**src/rtl/hazard_ctrl.sv**
```systemverilog
// -----------------------------------------------------------------------------
// hazard_ctrl
// Pipeline hazard controller for a five-stage in-order core. It produces the
// pipeline register write enables and bubble (flush) controls for the current
// cycle, and keeps two saturating performance counters.
//
// Ports
//   clk          : clock, all state updates on the rising edge
//   rst          : asynchronous reset, active low
//   id_rs1/rs2   : source register indices of the instruction in ID
//   id_uses_rs1/2: the ID instruction actually reads that source
//   ex_valid     : EX holds a valid instruction
//   ex_is_load   : the EX instruction is a load
//   ex_rd        : destination register of the EX instruction
//   ex_br_taken  : the EX branch/jump redirects the PC this cycle
//   imem_resp    : instruction cache delivers the fetch word this cycle
//   mem_dreq     : MEM holds a data access
//   dmem_resp    : data cache completes that access this cycle
//   cnt_clr      : synchronous clear of both performance counters
//   load_*       : pipeline register write enables (PC, IF/ID, ID/EX, EX/MEM,
//                  MEM/WB)
//   flush_if_id  : write a NOP bubble into IF/ID (only meaningful with load)
//   flush_id_ex  : write a NOP bubble into ID/EX (only meaningful with load)
//   state        : registered controller state, for observation only
//   stall_cnt    : cycles in which the PC was held (saturating)
//   flush_cnt    : taken-redirect flush events (saturating)
// -----------------------------------------------------------------------------
module hazard_ctrl #(
    parameter int CNT_W = 32
) (
    input  logic             clk,
    input  logic             rst,
    input  logic [4:0]       id_rs1,
    input  logic [4:0]       id_rs2,
    input  logic             id_uses_rs1,
    input  logic             id_uses_rs2,
    input  logic             ex_valid,
    input  logic             ex_is_load,
    input  logic [4:0]       ex_rd,
    input  logic             ex_br_taken,
    input  logic             imem_resp,
    input  logic             mem_dreq,
    input  logic             dmem_resp,
    input  logic             cnt_clr,
    output logic             load_pc,
    output logic             load_if_id,
    output logic             load_id_ex,
    output logic             load_ex_mem,
    output logic             load_mem_wb,
    output logic             flush_if_id,
    output logic             flush_id_ex,
    output logic [1:0]       state,
    output logic [CNT_W-1:0] stall_cnt,
    output logic [CNT_W-1:0] flush_cnt
);

    typedef enum logic [1:0] {
        RUN    = 2'd0,
        DWAIT  = 2'd1,
        IWAIT  = 2'd2,
        BUBBLE = 2'd3
    } state_t;

    localparam logic [CNT_W-1:0] CNT_ONE = {{(CNT_W-1){1'b0}}, 1'b1};
    localparam logic [CNT_W-1:0] CNT_MAX = {CNT_W{1'b1}};

    state_t state_q;
    state_t state_d;
    logic   stall_d;
    logic   stall_i;
    logic   lu;
    logic   flush_evt;

    // Hazard terms. A load writing x0 never creates a dependency.
    assign stall_d = mem_dreq & ~dmem_resp;
    assign stall_i = ~imem_resp;
    assign lu      = ex_valid & ex_is_load & (ex_rd != 5'd0) &
                     ((id_uses_rs1 & (id_rs1 == ex_rd)) |
                      (id_uses_rs2 & (id_rs2 == ex_rd)));

    // Priority decode of the pipeline controls. Everything here depends only
    // on the current inputs; the registered state is never fed back, so a
    // held redirect during an I-miss is kept alive by EX itself being frozen.
    // Reset forces every enable and flush low.
    always_comb begin
        load_pc     = 1'b0;
        load_if_id  = 1'b0;
        load_id_ex  = 1'b0;
        load_ex_mem = 1'b0;
        load_mem_wb = 1'b0;
        flush_if_id = 1'b0;
        flush_id_ex = 1'b0;
        flush_evt   = 1'b0;
        state_d     = RUN;
        if (rst) begin
            if (stall_d) begin
                state_d = DWAIT;
            end else if (stall_i && ex_br_taken) begin
                state_d = IWAIT;
            end else if (ex_br_taken) begin
                load_pc     = 1'b1;
                load_if_id  = 1'b1;
                load_id_ex  = 1'b1;
                load_ex_mem = 1'b1;
                load_mem_wb = 1'b1;
                flush_if_id = 1'b1;
                flush_id_ex = 1'b1;
                flush_evt   = 1'b1;
                state_d     = RUN;
            end else if (lu) begin
                // Freeze the front end one cycle and inject a bubble behind
                // the load; the load moves on so the hazard clears itself.
                load_id_ex  = 1'b1;
                load_ex_mem = 1'b1;
                load_mem_wb = 1'b1;
                flush_id_ex = 1'b1;
                state_d     = BUBBLE;
            end else if (stall_i) begin
                // Hold the PC but let the back end drain; IF/ID takes a NOP.
                load_if_id  = 1'b1;
                load_id_ex  = 1'b1;
                load_ex_mem = 1'b1;
                load_mem_wb = 1'b1;
                flush_if_id = 1'b1;
                state_d     = IWAIT;
            end else begin
                load_pc     = 1'b1;
                load_if_id  = 1'b1;
                load_id_ex  = 1'b1;
                load_ex_mem = 1'b1;
                load_mem_wb = 1'b1;
                state_d     = RUN;
            end
        end
    end

    // Observation-only state register.
    always_ff @(posedge clk or negedge rst) begin
        if (!rst) begin
            state_q <= RUN;
        end else begin
            state_q <= state_d;
        end
    end

    assign state = state_q;

    // Saturating counters; a clear request wins over any increment.
    always_ff @(posedge clk or negedge rst) begin
        if (!rst) begin
            stall_cnt <= '0;
            flush_cnt <= '0;
        end else if (cnt_clr) begin
            stall_cnt <= '0;
            flush_cnt <= '0;
        end else begin
            if (!load_pc && (stall_cnt != CNT_MAX)) begin
                stall_cnt <= stall_cnt + CNT_ONE;
            end
            if (flush_evt && (flush_cnt != CNT_MAX)) begin
                flush_cnt <= flush_cnt + CNT_ONE;
            end
        end
    end

endmodule

```
**config.mk**
```make
export PLATFORM = sky130hd
export DESIGN_NAME = hazard_ctrl
export DESIGN_NICKNAME = d
export VERILOG_FILES = /design/src/rtl/hazard_ctrl.sv
export SDC_FILE = /design/constraint.sdc
export NUM_CORES = 1
export LEC_CHECK = 0
export ABC_CLOCK_PERIOD_IN_PS = 2800
export CAP_MARGIN = 10
export CORE_MARGIN = 2
export CORE_UTILIZATION = 40
export DETAILED_ROUTE_END_ITERATION = 16
export PLACE_DENSITY = 0.71
export SLEW_MARGIN = 20
export SYNTH_ARGS = -nofsm -noshare
export SYNTH_HDL_FRONTEND = slang
export SYNTH_SLANG_ARGS = --single-unit
```
**constraint.sdc**
```tcl
create_clock -name clk -period 2.8 [get_ports clk]
set_input_delay 0.56 -clock clk [delete_from_list [all_inputs] [get_ports clk]]
set_output_delay 0.56 -clock clk [all_outputs]
set_load 0.005 [all_outputs]
```
======== Word level (Yosys, flattened, before mapping) ========
Cells that the tools add are included.
storage, ports and cells
  register bits after elaboration ......... 66
  word-level logic and storage cells ...... 64
  output and inout bits ................... 73
  input bits .............................. 26
operators by class
  $add $sub $neg .......................... 2
  reductions and logical operators ........ 7
  mux-type cells .......................... 39
  bitwise gates (word level) .............. 9
  eq/ne operators ......................... 4
operators by type and width
  kind                     number
  $mux W32                 4
  $add A32 B1 Y32 const B  2
  $ne A32 B32 Y1 const B   2
  $mux W1                  29
  $mux W2                  6
  $eq A5 B5 Y1             2
  $and A1 B1 Y1            6
  $reduce_bool A5 Y1       1
  $reduce_bool A2 Y1       2
  $logic_and A1 B1 Y1      3
  $not A1 Y1               2
  $logic_not A1 Y1         1
  $or A1 B1 Y1             1

======== Logic depth before layout (Yosys ltp) ========
  word-level depth ........................ 13
  depth in mapped cells ................... 10
  mapped depth without buffers ............ 8

======== Worst setup path before layout ========
Ideal clock, no wire load.
  path kind ............................... input to register
  start ................................... in ex_rd[1]
  end ..................................... reg stall_cnt[29]
  data arrival time ....................... 2.059 ns
  stages .................................. 8
  path buffers ............................ 1
  slack ................................... 0.617 ns
  library setup time ...................... 0.125 ns
  cell sequence ........................... xnor2_1 nand4_1 o22ai_2 a211oi_2 or2_1 buf_6 nor4_1 mux2_2
on the way
  cells in the longest elaborated chain, start to end .. 12
  elaborated cells between the ends (all ways) .. 16
  classes of those cells .................. eq/ne: 2; mux: 5; bitwise: 5; reduce/logical: 4
RTL lines
  element                                  line    text
  start, declared                          39      input logic [4:0] ex_rd,
  $eq A5 B5 Y1, on equally long branches   78, 79
  $and A1 B1 Y1, on equally long branches  78, 79
  $or A1 B1 Y1                             78      ((id_uses_rs1 & (id_rs1 == ex_rd)) |
  $and A1 B1 Y1 (*)                        77      assign lu = ex_valid & ex_is_load & (ex_rd != 5'd0) &
  $mux W1 (*)                              110     end else if (lu) begin
  $mux W1 (*)                              100     end else if (ex_br_taken) begin
  $mux W1 (*)                              98      end else if (stall_i && ex_br_taken) begin
  $mux W1 (*)                              96      if (stall_d) begin
  $mux W1 (*)                              95      if (rst) begin
  $logic_not A1 Y1 (*)                     157     if (!load_pc && (stall_cnt != CNT_MAX)) begin
  $logic_and A1 B1 Y1 (*)                  157
  $reduce_bool A2 Y1 (no line) (*)         -
  end signal, assigned                     158     stall_cnt <= stall_cnt + CNT_ONE;
  end, declared                            53      output logic [CNT_W-1:0] stall_cnt,
Mark *: on every way between the ends. The rest lies on a longest branch, timed or not.
A chain may end at the register's enable or synchronous reset.

======== Final worst setup path ========
  start ................................... in id_rs1[2]
  end ..................................... reg state_q[1] (netlist: state[1])
on the way
  cells in the longest elaborated chain, start to end .. 9
RTL lines
  element               line  text
  start, declared       33    input logic [4:0] id_rs1,
  $eq A5 B5 Y1          78
  $and A1 B1 Y1         78
  $or A1 B1 Y1          78
  $and A1 B1 Y1         77
  $mux W2               110
  $mux W2               100
  $mux W2               98
  $mux W2               96
  $mux W2               95
  via state_d[1]        68    state_t state_d;
  end signal, assigned  142   state_q <= state_d;
  end, declared         67    state_t state_q;
The timed path passes the listed nets, and every way through them passes these cells.

==> flow_metrics.py <==
metrics = {
    "yosys": {
        "synth-edff-count": 0,
        "ys_ff_latch": 66,
        "synthAdderAreaFrac_pct": 0.685,
        "syn_nets": 428,
        "avgSynthCellArea_um2": 9.13,
        "synthMuxAreaShare_pct": 0.583,
        "synth-compound-area-share_pct": 6.65,
        "netlist_area_um2": 3650,
        "netlist_instances": 400,
        "yosysSeqAreaShare_pct": 45.2,
        "async_flop_share_pct": 100,
        "yosys_most_used_dff": "dfrtp_1",
        "synth_xor_xnor_area_share_pct": 13.2,
        "yosys_warnings": 0,
        "synth.distinct_cells": 43,
        "synthSimpleGateAreaFrac_pct": 30.7,
        "synth_top_family_by_area": "simple AND/OR/NAND/NOR gates",
    },
    "die": {
        "die_h_um": 99.5,
        "fp.dieW_um": 99.5,
        "die_area_um2": 9910,
        "io_pins": 99,
        "initial_core_util_pct": 41.5,
        "fp-row-count": 34,
        "core_region_area_um2": 8810,
    },
    "clock_network": {
        "cts_hold_buf": 0,
        "cts_buffers": 9,
        "cts.sinks": 66,
        "root_buffer": "clkbuf_8",
        "htree_levels": 3,
        "tritoncts": "yes",
        "path_clk_slew_ns": 0.07,
        "ctsLongestPathBuffers": 2,
        "clock_latency_ns": 0.35,
    },
    "sta": {
        "period_minus_slack_ns": 2.78,
        "hold_viol": 0,
        "tightest_slew_ns": 0.790,
        "fmax_mhz": 360,
        "drv_slew": 0,
        "finalHoldWorstSlack_ns": 0.0490,
        "setup_violations": 0,
        "finalClockSkew_ns": 0.00962,
        "fin_crit_sh_pct": 99.3,
        "maxSlewHeadroom_pct": 47.3,
        "rsz0062_at_grt": "true",
    },
    "grt": {
        "grt_start_max_net_pins": 63,
        "grt_pass1_wl_um": 15900,
        "track_usage_pct": 19.7,
        "grt_antenna_before_repair": 0,
        "grt_pass1_vias": 3331,
        "grt-ovfl-total": 0,
    },
    "place": {
        "hpwl_um": 6540,
        "placed_cells": 605,
        "place_area_um2": 4790,
        "io_buffers": 98,
        "gp_congestion": 0.849,
    },
    "worst_setup_path": {
        "critPathRequiredTime_ns": 3.07,
        "cp_max_fo": 3,
        "worstSetupPathType": "in2reg",
        "cp-end-kind": "flop",
        "cp_data_arrival_time_ns": 3.05,
        "crit_start": "id_rs1[2]",
        "r2r-start": "flush_cnt[3]",
        "start_kind": "input pin",
    },
    "finish": {
        "finalCoreUtilization_pct": 58.8,
        "syn_to_final_growth_pct": 41.8,
        "final-instance-count-excl-fill": 634,
        "num_antenna_cells": 0,
        "stdcell_area_um2": 5180,
        "final_layout_size_suffix_gt1_share_pct": 12.0,
        "fin_nets": 549,
    },
    "status": {
        "status": "finished clean",
    },
    "drt": {
        "wl_per_cell_um": 15.1,
        "drcViolationCount": 0,
        "viasPerCell": 5.29,
        "firstDrtPassIters": 4,
        "routed-via-count": 3357,
        "drt_iter0_markers": 147,
        "antenna_left": 0,
        "wl_um": 9600,
    },
    "pwr": {
        "power.total_mw": 2.14,
        "p_leak_nw": 2.09,
        "power.density_nw_per_um2": 414,
        "ir_worst_vdd_mv": 0.312,
    },
    "flow_run": {
        "drv_cap": 0,
    },
    "min_path": {
        "holdCritPathClass": "in2async",
    },
}
[cell type report]
class | count | area [um^2]
multi-input cells | 311 | 1930
inverters | 9 | 33.8
well taps | 108 | 135
repair buffers | 124 | 1180
fillers | 772 | 3630
clock buffers | 10 | 138
clock inverters | 6 | 114
flip-flops and latches | 66 | 1650
[placed cells by master (no fill, tap or decap), types with 3 or more instances in the layout]
master           netlist  layout
nor2b_1                3       3
xor2_1                14      14
bufinv_16              0       3
and2_1                 4       3
clkdlybuf4s50_1        0      83
nor2_1                59      59
nand4_1               17      17
nand2_1               34      32
clkbuf_8               0      10
dfrtp_1               66      66
dlygate4sd2_1          0       9
buf_4                  3      25
nand3_1               26      26
or3_1                 14      14
a21oi_1               18      16
dlymetal6s2s_1         0       4
and3_1                 8       8
o21ai_0               14      14
xnor2_1               41      40
inv_1                  9       9
nor3_1                16      16
nor4_1                12      12
[cells in the mapped netlist (2+ instances only)]
cell / instances / area [um^2]
ha_1: 2 / 25.0
xnor2_1: 41 / 359
dfrtp_1: 66 / 1650
and4_4: 2 / 22.5
nand4_1: 17 / 106
nor3_1: 16 / 80.1
nor3b_1: 2 / 15.0
nor4b_1: 2 / 17.5
nor2_1: 59 / 221
nor2b_1: 3 / 18.8
and3_1: 8 / 50.1
nand3_1: 26 / 130
or4_1: 2 / 15.0
nand2b_1: 2 / 12.5
clkbuf_1: 9 / 33.8
o21ai_0: 14 / 70.1
a21oi_1: 18 / 90.1
a211oi_2: 2 / 25.0
inv_1: 9 / 33.8
or3_1: 14 / 87.6
and2_1: 4 / 25.0
nand2_1: 34 / 128
nand4_4: 2 / 42.5
xor2_1: 14 / 123
buf_4: 3 / 22.5
nor4_1: 12 / 75.1
[cell families (layout without fill, tap and decap cells)]
kind of cell	count (synthesis)	in the layout
AND/OR/NAND/NOR	211	211
flip-flops	66	66
XOR/XNOR	55	55
AO/OA/AOI/OAI	41	41
buffers and inverters	23	149
adder cells (fa/ha/maj)	2	2
multiplexers	2	2
[power by group]
part | switching [mW] | internal [mW]
sequential | 0.00739 | 0.959
clock | 0.387 | 0.617
combinational | 0.0891 | 0.0846
total | 0.484 | 1.66
[metal layers]
metal	GRT usage, %	vias to the layer above	part of all wire (%)
met2	33.2	87	51
met4	6.22	0	1.7
met1	25.2	1610	43
li1	-	1643	-
met5	0	-	0
met3	4.50	17	4.1
[per-stage QoR]
stage                     setup slack (ns)  TNS [ns]
after global routing               -0.0310   -0.0623
after global placement              -0.130    -0.412
after floorplan                      0.617         0
after CTS                           0.0113         0
after detailed placement            -0.167    -0.753
final                               0.0207         0
[final timing paths]
check	endpoint	slack, ns	cells past startpoint
min reg2reg	flush_cnt[31]	0.58	2
max reg2reg	flush_cnt[26]	0.50	6
max	state[1]	0.02	17
min	flush_cnt[0]	0.05	1
max in group asynchronous	stall_cnt[4]	1.73	2
min in group clk	flush_cnt[31]	0.58	2
[critical path: stages]
cell and delay [ns]:
clkdlybuf4s50_1 0.47, xnor2_1 0.12, nand4_1 0.11, o22ai_2 0.19
nand2_2 0.09, buf_4 0.15, buf_4 0.12, buf_4 0.12
buf_4 0.12, buf_4 0.13, buf_4 0.12, buf_4 0.13
buf_4 0.12, buf_4 0.12, buf_4 0.12, buf_4 0.13
a21oi_2 0.13
[registers in the layout (all words and copies together) (netlist names)]
| name | count |
|---|---|
| stall_cnt | 32 |
| state | 2 |
| flush_cnt | 32 |
[repair_timing]
action | 4_1_cts | 5_1_grt
resized for setup | 13 | 9
endpoints found under the setup margin | 4 | 7
setup buffers | 11 | 2
pin swaps | 4 | 8
No activity file was read; power rests on OpenSTA's default activity.
